==> config.mk <==
export PLATFORM = sky130hd
export DESIGN_NAME = pong_frame_renderer
export DESIGN_NICKNAME = d
export VERILOG_FILES = /design/src/rtl/pong_pkg.sv /design/src/rtl/vga_timing_gen.sv /design/src/rtl/pong_frame_renderer.sv
export SDC_FILE = /design/constraint.sdc
export NUM_CORES = 1
export LEC_CHECK = 0
export BUFFER_PORTS_ARGS = -buffer_cell sky130_fd_sc_hd__buf_2
export CAP_MARGIN = 20
export CORE_ASPECT_RATIO = 1.1
export CORE_UTILIZATION = 57
export CTS_CLUSTER_DIAMETER = 100
export DETAILED_ROUTE_END_ITERATION = 10
export GPL_TIMING_DRIVEN = 0
export PLACE_DENSITY_LB_ADDON = 0.15
export SLEW_MARGIN = 10
export SYNTH_ARGS = -nofsm -noshare
export SYNTH_HDL_FRONTEND = slang
export SYNTH_HIERARCHICAL = 1
export SYNTH_SLANG_ARGS = --single-unit
==> constraint.sdc <==
create_clock -name clk -period 3.2 [get_ports clk]
set_clock_uncertainty 0.15 [all_clocks]
set_input_delay 0.32 -clock clk [delete_from_list [all_inputs] [get_ports clk]]
set_output_delay 0.32 -clock clk [all_outputs]
set_load 0.005 [all_outputs]
==> src/rtl/pong_pkg.sv <==
// pong_pkg: display timing totals, palette and object rectangle shared by the speedPong renderer.
package pong_pkg;
  localparam logic [9:0] H_TOTAL = 10'd800;
  localparam logic [9:0] V_TOTAL = 10'd525;
  localparam logic [23:0] COL_BALL = 24'hFFFF00;
  localparam logic [23:0] COL_WHITE = 24'hFFFFFF;
  localparam logic [23:0] COL_NET = 24'h808080;
  localparam logic [23:0] COL_BLACK = 24'h000000;
  typedef struct packed {
    logic [9:0] x1;
    logic [9:0] x2;
    logic [9:0] y1;
    logic [9:0] y2;
  } rect_t;
  // Inclusive bounds; an inverted range simply never matches.
  function automatic logic in_rect(rect_t r, logic [9:0] x, logic [9:0] y);
    return x >= r.x1 && x <= r.x2 && y >= r.y1 && y <= r.y2;
  endfunction
endpackage

==> src/rtl/vga_timing_gen.sv <==
// vga_timing_gen: half-rate pixel enable, raster counters and raw sync/active decode.
module vga_timing_gen
  import pong_pkg::*;
#(
  parameter logic [9:0] H_ACTIVE = 10'd640,
  parameter logic [9:0] H_FP = 10'd16,
  parameter logic [9:0] H_SYNC = 10'd96,
  parameter logic [9:0] H_BP = 10'd48,
  parameter logic [9:0] V_ACTIVE = 10'd480,
  parameter logic [9:0] V_FP = 10'd10,
  parameter logic [9:0] V_SYNC = 10'd2,
  parameter logic [9:0] V_BP = 10'd33
) (
  input  logic       clk,
  input  logic       rst,
  output logic       pix_en_o,
  output logic [9:0] h_cnt_o,
  output logic [9:0] v_cnt_o,
  output logic       hsync_o,
  output logic       vsync_o,
  output logic       active_o
);
  localparam logic [9:0] HS_LO = H_ACTIVE + H_FP;
  localparam logic [9:0] HS_HI = H_ACTIVE + H_FP + H_SYNC - 10'd1;
  localparam logic [9:0] H_LAST = H_ACTIVE + H_FP + H_SYNC + H_BP - 10'd1;
  localparam logic [9:0] VS_LO = V_ACTIVE + V_FP;
  localparam logic [9:0] VS_HI = V_ACTIVE + V_FP + V_SYNC - 10'd1;
  localparam logic [9:0] V_LAST = V_ACTIVE + V_FP + V_SYNC + V_BP - 10'd1;
  logic       pix_en_q;
  logic [9:0] h_q, h_d, v_q, v_d;
  assign h_d = h_q == H_LAST ? 10'd0 : h_q + 10'd1;
  assign v_d = h_q != H_LAST ? v_q : v_q == V_LAST ? 10'd0 : v_q + 10'd1;
  always_ff @(posedge clk or posedge rst)
    if (rst) begin
      pix_en_q <= 1'b0;
      h_q <= '0;
      v_q <= '0;
    end else begin
      pix_en_q <= ~pix_en_q;
      if (pix_en_q) begin
        h_q <= h_d;
        v_q <= v_d;
      end
    end
  assign pix_en_o = pix_en_q;
  assign h_cnt_o = h_q;
  assign v_cnt_o = v_q;
  assign hsync_o = !(h_q >= HS_LO && h_q <= HS_HI);
  assign vsync_o = !(v_q >= VS_LO && v_q <= VS_HI);
  assign active_o = h_q < H_ACTIVE && v_q < V_ACTIVE;
endmodule

==> src/rtl/pong_frame_renderer.sv <==
// pong_frame_renderer: snapshots game object coordinates once per frame and rasterises
// walls, net, paddles and ball into registered VGA RGB/sync/blank.
module pong_frame_renderer
  import pong_pkg::*;
#(
  parameter logic [9:0] H_ACTIVE = 10'd640,
  parameter logic [9:0] H_FP = 10'd16,
  parameter logic [9:0] H_SYNC = 10'd96,
  parameter logic [9:0] H_BP = 10'd48,
  parameter logic [9:0] V_ACTIVE = 10'd480,
  parameter logic [9:0] V_FP = 10'd10,
  parameter logic [9:0] V_SYNC = 10'd2,
  parameter logic [9:0] V_BP = 10'd33,
  parameter logic [9:0] PAD1_X1 = 10'd20,
  parameter logic [9:0] PAD1_X2 = 10'd29,
  parameter logic [9:0] PAD2_X1 = 10'd610,
  parameter logic [9:0] PAD2_X2 = 10'd619,
  parameter logic [9:0] WALL_H = 10'd10
) (
  input  logic       clk,
  input  logic       reset,
  input  logic [9:0] paddle1y1,
  input  logic [9:0] paddle1y2,
  input  logic [9:0] paddle2y1,
  input  logic [9:0] paddle2y2,
  input  logic [9:0] ballx1,
  input  logic [9:0] ballx2,
  input  logic [9:0] bally1,
  input  logic [9:0] bally2,
  output logic       vgaClock,
  output logic       hsync,
  output logic       vsync,
  output logic       syncB,
  output logic       blankB,
  output logic [7:0] red,
  output logic [7:0] green,
  output logic [7:0] blue,
  output logic       frameStart
);
  localparam logic [9:0] NET_X1 = H_ACTIVE / 10'd2 - 10'd2;
  localparam logic [9:0] NET_X2 = H_ACTIVE / 10'd2 + 10'd1;
  logic        pix_en, hs_raw, vs_raw, active;
  logic [9:0]  x, y;
  logic        snap, hit_ball, hit_pad, hit_wall, hit_net;
  rect_t       ball_q, pad1_q, pad2_q;
  logic        hsync_q, vsync_q, blank_q, fs_q;
  logic [23:0] rgb_q, rgb_d;
  vga_timing_gen #(
    .H_ACTIVE(H_ACTIVE), .H_FP(H_FP), .H_SYNC(H_SYNC), .H_BP(H_BP),
    .V_ACTIVE(V_ACTIVE), .V_FP(V_FP), .V_SYNC(V_SYNC), .V_BP(V_BP)
  ) u_timing (
    .clk(clk),
    .rst(reset),
    .pix_en_o(pix_en),
    .h_cnt_o(x),
    .v_cnt_o(y),
    .hsync_o(hs_raw),
    .vsync_o(vs_raw),
    .active_o(active)
  );
  // First blanked line: positions latched here stay fixed for the whole next frame.
  assign snap = pix_en && x == 10'd0 && y == V_ACTIVE;
  assign hit_ball = in_rect(ball_q, x, y);
  assign hit_pad = in_rect(pad1_q, x, y) || in_rect(pad2_q, x, y);
  assign hit_wall = y < WALL_H || y >= V_ACTIVE - WALL_H;
  assign hit_net = x >= NET_X1 && x <= NET_X2 && !y[4];
  always_comb
    rgb_d = !active ? COL_BLACK : hit_ball ? COL_BALL : (hit_pad || hit_wall) ? COL_WHITE :
            hit_net ? COL_NET : COL_BLACK;
  always_ff @(posedge clk or posedge reset)
    if (reset) begin
      ball_q <= {10'd305, 10'd335, 10'd225, 10'd255};
      pad1_q <= {PAD1_X1, PAD1_X2, 10'd180, 10'd300};
      pad2_q <= {PAD2_X1, PAD2_X2, 10'd180, 10'd300};
      hsync_q <= 1'b1;
      vsync_q <= 1'b1;
      blank_q <= 1'b0;
      rgb_q <= COL_BLACK;
      fs_q <= 1'b0;
    end else begin
      fs_q <= snap;
      if (snap) begin
        ball_q <= {ballx1, ballx2, bally1, bally2};
        pad1_q <= {PAD1_X1, PAD1_X2, paddle1y1, paddle1y2};
        pad2_q <= {PAD2_X1, PAD2_X2, paddle2y1, paddle2y2};
      end
      if (pix_en) begin
        hsync_q <= hs_raw;
        vsync_q <= vs_raw;
        blank_q <= active;
        rgb_q <= rgb_d;
      end
    end
  assign vgaClock = pix_en;
  assign hsync = hsync_q;
  assign vsync = vsync_q;
  assign syncB = 1'b0;
  assign blankB = blank_q;
  assign {red, green, blue} = rgb_q;
  assign frameStart = fs_q;
endmodule

==> qor.txt, run 1 <==
# diodes - 0
Sequential area share after synthesis - 41.36%
Top post-synthesis cells by area - dfrtp_1, ha_1, dfstp_2, nand2_1, inv_1
Final core occ - 67.93%
Vias in the first global route - 5811
Sequential group share of total power - 53.2%
Slowest-stage cell, CP - dfrtp_1
CP bufs+invs - 0
Largest stage delay, worst path - 740 ps
Cell Rows - 41
Area leader, netlist - dfrtp_1
H-tree levels - 3
Tot GR Track Use - 28.17%
Crit Path Max Fanout - 13
Initial Utilization - 58.44%
Initial antenna violation count - 0
Crit path time final - 3027 ps
Die H - 115.8 um
Slew Viols, Final - 0
Cell Area, Synth - 6715 um^2
Largest net degree at the start of global routing - 63
Switching part of the total - 20.96%
Cell family with most CP delay - compound AO/OA/AOI/OAI gates
Gate Count Post-Synth - 730
RSZ-0062 raised after global routing - false
Number of synthesized flops with an enable pin - 0
CP required - 3320 ps
CTS root buffer - clkbuf_16
Endpoints failing setup - 0
Crit Path Category - flip-flop to flip-flop
Clock Path Buffers - 2
Num ports - 112
Synthesized area per cell - 9.199 um^2
Most used flip-flop cell after synthesis - dfrtp_1
Setup TNS - 0 ps
Status - completed
CP cell instances - ha_1 -> a211oi_1 -> nor2_1 -> o41a_1 -> nor4_1 -> a211oi_1 -> a31oi_1
Synth Register Bits - 109
1st-iter DRT viols - 285
Synth Warn # - 6
Layout cells sized above 1 - 25.61%
Via count - 5670
CTS tree - done
VDD IR-drop max - 0.2248 mV
Slew @ Worst Pin - 909.3 ps
Area grow syn2layout - 16.25%
Net count after synthesis - 897
Core Area - 11490 um^2
Max-slew headroom - 39.32%
Pleak - 4.223 nW
Total CTS buffers - 9
Netlist cell types - 63
ANT nets after route - 0
Final period utilization - 94.58%
Routed vias/inst - 5.619
Synth top area share - 25.71%
Chip width - 105.5 um
Fmax - 330.4 MHz
Routed WL - 16510 um
Drt drc - 0
Max-cap violations - 0
Worst-path clk slew - 70 ps
First-pass GRT wire length - 26780 um
Total grt overflow - 0
DP Wirelength - 11960 um
Skew-Pair Late Insertion Delay - 350 ps
Final hold violations - 0
HP Class - primary input to flip-flop
Clk pwr share - 43.4%
Async SR Flop Fraction - 100.0%
Sw power - 0.5431 mW
Port bufs - 110
Power per cell area - 331.9 nW/um^2
Startpoint Class - flip-flop
RePlAce Congestion - 0.8428
Crit path top cell by count - a211oi_1
R2R Setup Slk - 170 ps
Routed len/inst - 16.37 um
Int Power - 2.048 mW
Crit path DAT - 3140 ps
Critical path endpoint category - flip-flop
Final nets - 1021
DRT Pass-1 Iters - 7
Die area - 12220 um^2
# clock sinks - 109
Combinational group share of total power - 3.3%
-- path summary, 6_finish.rpt --
kind,to,cells past startpoint,startpoint
worst min register to register,ball_q[10]$_DFFE_PP1P_,2,ball_q[10]$_DFFE_PP1P_
max in group asynchronous,u_timing/v_cnt_o[4]$_DFFE_PP0P_,3,reset
worst max-delay path,rgb_q[15]$_DFFE_PP0P_,7,u_timing/v_cnt_o[7]$_DFFE_PP0P_
worst min-delay path,pad1_q[5]$_DFFE_PP1P_,3,paddle1y2[5]
worst max register to register,rgb_q[15]$_DFFE_PP0P_,7,u_timing/v_cnt_o[7]$_DFFE_PP0P_
min in group asynchronous,ball_q[36]$_DFFE_PP0P_,3,reset
-- cell type report --
class	instances	area (um^2)
fillers	917	3685
multi-input cells	488	3289
flip-flops and latches	109	2779
repair buffers	113	598.1
inverters	91	345.3
plain buffers	42	312.8
clock buffers	12	246.5
well taps	150	187.7
clock inverters	4	47.55
-- power groups by stage --
stage | clock network, mW | registers [mW] | logic [mW]
final | 1.13 | 1.38 | 0.0861
after global placement | 0 | 1.40 | 0.0784
after global routing | 1.19 | 1.38 | 0.0959
after detailed placement | 0 | 1.40 | 0.0856
after floorplan | 0 | 1.40 | 0.0220
after CTS | 1.15 | 1.38 | 0.0879
-- stage by stage --
| step | total power [mW] | hold slack [ps] | cell area [um^2] | instances | setup slack [ps] |
|---|---|---|---|---|---|
| 2_1_floorplan | 1.426 | 146.5 | 6715 | 730 | 517.6 |
| 3_3_place_gp | 1.482 | 299.2 | 7453 | 990 | -497.0 |
| 3_5_place_dp | 1.490 | 187.0 | 7483 | 991 | 126.9 |
| 4_1_cts | 2.616 | 2.115 | 7797 | 1009 | 68.58 |
| 5_1_grt | 2.668 | 10.60 | 7806 | 1009 | 58.92 |
| 6_report | 2.591 | 8.633 | 7806 | 1009 | 173.4 |
-- timing repair --
| item | in CTS | in global routing |
|---|---|---|
| setup buffers | 0 | 0 |
| hold endpoints to repair | 15 | 0 |
| endpoints found under the setup margin | 0 | 4 |
| hold buffers | 2 | 0 |
| resized for setup | 0 | 2 |
-- cells in the final DEF (no fill, tap or decap), types with 10 or more instances in the layout --
cell type	instances
buf_2	120
nand2_1	119
inv_1	89
ha_1	85
dfrtp_1	68
o21ai_1	64
dfstp_2	40
o21ai_0	33
a21oi_1	21
buf_4	21
nor2_1	18
nand3_1	14
nand4_1	12
nand2b_1	11
a21o_1	10
-- cell usage after synthesis, types with 2 or more instances --
cell type,count
nor2b_1,5
dfstp_2,40
a211oi_1,6
buf_2,10
o2bb2ai_1,3
nor2_1,18
nand2_1,119
o31ai_1,2
nor4_1,5
buf_4,21
dfrtp_1,69
nand3_1,14
a31oi_1,8
nand4_1,12
mux2_2,2
o21ai_0,33
nor3b_1,2
and4_1,2
inv_1,90
o22ai_1,5
xnor2_1,3
o211ai_1,3
a21o_1,10
nor3_1,9
o2111ai_1,3
a21oi_1,21
and3_1,6
mux2i_1,2
nand2b_1,11
nor4_4,2
nand4b_1,2
ha_1,85
clkbuf_1,3
o21ai_1,64
a22o_1,3
buf_6,7
nor4b_1,2
xor2_1,3
-- registers in the layout (all words and copies together) (netlist names) --
signal             count
ball_q                40
blankB                 1
frameStart             1
hsync                  1
pad1_q                20
pad2_q                20
rgb_q                  4
u_timing/h_cnt_o      10
u_timing/pix_en_o      1
u_timing/v_cnt_o      10
vsync                  1
-- per-layer routing --
layer / up-vias / track usage (%) / share of wire, %
met5: - / 0 / 0
met4: 0 / 15.28 / 3.8
met3: 50 / 3.656 / 4.8
met2: 172 / 50.26 / 49
met1: 2714 / 33.33 / 42
li1: 2734 / - / -
-- cell families after synthesis --
group                      Yosys count  share of synthesized area [%]
adders and majority gates           85                          15.84
muxes                                4                         0.6335
and+or+nand+nor                    221                          16.64
buffers and inverters              133                          9.763
xor gates and xnor gates             6                         0.7827
AOI/OAI and AO/OA                  171                          14.92
DFF                                109                          41.36
other                                1                        0.05584
-- worst register-to-register path, delay by kind of cell, from the launching register on --
kind,cells,cell delay (ps)
AOI/OAI and AO/OA,4,1070
and+or+nand+nor,2,620
adders and majority gates,1,360
DFF,1,740
Power figures use the tool's default switching activity.
==> inputs of run 2 (changes only) <==
CORE_ASPECT_RATIO = unset   (was 1.1)
==> qor.txt, run 2 (synthesized netlist as in run 1, its figures left out) <==
Status - completed (unchanged)
Total CTS buffers - 9 (unchanged)
VDD IR-drop max - 0.4366 mV (was 0.2248 mV)
Final hold violations - 0 (unchanged)
Biggest regs - ball_q: 40 flops, pad1_q: 20 flops, pad2_q: 20 flops (unchanged)
Clock Path Buffers - 2 (unchanged)
Max reg flops - 40 (unchanged)
Vias in the first global route - 5674 (was 5811)
Layout cells sized above 1 - 25.26% (was 25.61%)
RSZ-0062 raised after global routing - false (unchanged)
Commonest non-fill, non-tap cells in the layout - buf_2, nand2_1, inv_1, ha_1, dfrtp_1 (unchanged)
Met1 WL - 7027 um (was 6971 um)
Die H - 110.5 um (was 115.8 um)
Routed len/inst - 16.19 um (was 16.37 um)
Slew Viols, Final - 0 (unchanged)
Num ports - 112 (unchanged)
Total grt overflow - 0 (unchanged)
Crit Path Category - flip-flop to flip-flop (unchanged)
Met3 wire len - 971 um (was 796 um)
First-pass GRT wire length - 27090 um (was 26780 um)
# diodes - 0 (unchanged)
Final period utilization - 94.69% (was 94.58%)
Max-cap violations - 0 (unchanged)
CTS root buffer - clkbuf_16 (unchanged)
Via count - 5668 (was 5670)
Final Instance Count excl. Fillers - 1002 (was 1009)
Worst-path clk slew - 70 ps (about the same)
ANT nets after route - 0 (unchanged)
Max-slew headroom - 45.92% (was 39.32%)
Drt drc - 0 (unchanged)
Initial antenna violation count - 0 (unchanged)
Final nets - 1021 (unchanged)
Port bufs - 110 (unchanged)
Area grow syn2layout - 15.63% (was 16.25%)
Chip width - 110.5 um (was 105.5 um)
Largest net degree at the start of global routing - 53 (was 63)
Endpoints failing setup - 0 (unchanged)
Crit path time final - 3030 ps (was 3027 ps)
Biggest register - ball_q (unchanged)
H-tree levels - 3 (unchanged)
Top sig layer - met4 (unchanged)
Routed WL - 16220 um (was 16510 um)
DP Wirelength - 11830 um (was 11960 um)
Initial Utilization - 58.56% (was 58.44%)
RePlAce Congestion - 0.8422 (was 0.8428)
Pleak - 4.213 nW (was 4.223 nW)
HP Class - primary input to flip-flop (unchanged)
1st-iter DRT viols - 450 (was 285)
CP required - 3320 ps (about the same)
Die area - 12220 um^2 (about the same)
Critical path endpoint category - flip-flop (unchanged)
Hold_ws - 6.546 ps (was 8.633 ps)
Startpoint Class - flip-flop (unchanged)
Crit Path Max Fanout - 13 (unchanged)
Power per cell area - 321.9 nW/um^2 (was 331.9 nW/um^2)
Routed vias/inst - 5.657 (was 5.619)
Commonest non-fill, non-tap cell in the layout - buf_2 (unchanged)
Crit path DAT - 3150 ps (was 3140 ps)
Total setup buffers inserted after CTS - 0 (unchanged)
# clock sinks - 109 (unchanged)
Skew-Pair Late Insertion Delay - 350 ps (about the same)
CTS tree - done (unchanged)
DRT Pass-1 Iters - 5 (was 7)
Routed wl met2 - 7833 um (was 8114 um)
Slew @ Worst Pin - 810.3 ps (was 909.3 ps)
Fmax - 330.0 MHz (was 330.4 MHz)
Tot GR Track Use - 27.78% (was 28.17%)
Dpl cells - 984 (was 991)
Cell Rows - 39 (was 41)
Core Area - 11470 um^2 (was 11490 um^2)
run 2: where the power goes:
group | total (mW) | switching, mW | internal (mW)
clock network | 1.04 | 0.486 | 0.549
registers | 1.38 | 0 | 1.38
logic | 0.0844 | 0.0431 | 0.0414
total | 2.50 | 0.530 | 1.97
run 2: path summary, 6_finish.rpt:
| path | from | endpoint | slack (ps) | depth (start not counted) |
|---|---|---|---|---|
| min in group asynchronous | reset | frameStart$_DFF_PP0_ | 400 | 3 |
| max in group asynchronous | reset | pad2_q[12]$_DFFE_PP1P_ | 1820 | 4 |
| max reg2reg | u_timing/v_cnt_o[7]$_DFFE_PP0P_ | rgb_q[15]$_DFFE_PP0P_ | 170 | 7 |
| max | u_timing/v_cnt_o[7]$_DFFE_PP0P_ | rgb_q[15]$_DFFE_PP0P_ | 170 | 7 |
| min reg2reg | ball_q[30]$_DFFE_PP1P_ | ball_q[30]$_DFFE_PP1P_ | 320 | 2 |
| min | paddle1y2[5] | pad1_q[5]$_DFFE_PP1P_ | 7 | 3 |
run 2: cell type report:
class	count	area, um^2
multi-input cells	488	3288
flip-flops and latches	109	2778
repair buffers	113	598.1
inverters	91	345.3
clock buffers	14	254.0
plain buffers	42	312.8
clock inverters	2	10.01
well taps	143	178.9
fillers	919	3702
run 2: critical path: stages (launching register included):
cell	delay, ps
dfrtp_1	770
ha_1	370
a211oi_1	240
nor2_1	80
o41a_1	440
nor4_2	500
a211oi_1	190
a31oi_1	200
run 2: per-stage QoR:
| stage | setup TNS (ps) | util [%] | power [mW] | worst slack (ps) | area, um^2 |
|---|---|---|---|---|---|
| 2_1_floorplan | 0 | - | 1.426 | 517.6 | 6715 |
| 3_3_place_gp | -21750 | 64.92 | 1.481 | -458.9 | 7445 |
| 3_5_place_dp | 0 | 65.18 | 1.488 | 43.42 | 7475 |
| 4_1_cts | 0 | 67.66 | 2.513 | 14.31 | 7759 |
| 5_1_grt | 0 | 67.71 | 2.571 | 101.0 | 7765 |
| 6_report | 0 | 67.71 | 2.500 | 170.0 | 7765 |
run 2: what timing repair did:
action	in CTS	in global routing
hold endpoints to repair	17	0
hold buffers	2	0
setup endpoints to repair	0	4
gates resized for setup	0	1
run 2: routing by layer:
metal,vias up,GRT usage [%]
met3,34,6.092
met5,-,0
li1,2738,-
met2,207,46.96
met1,2689,35.24
met4,0,9.333
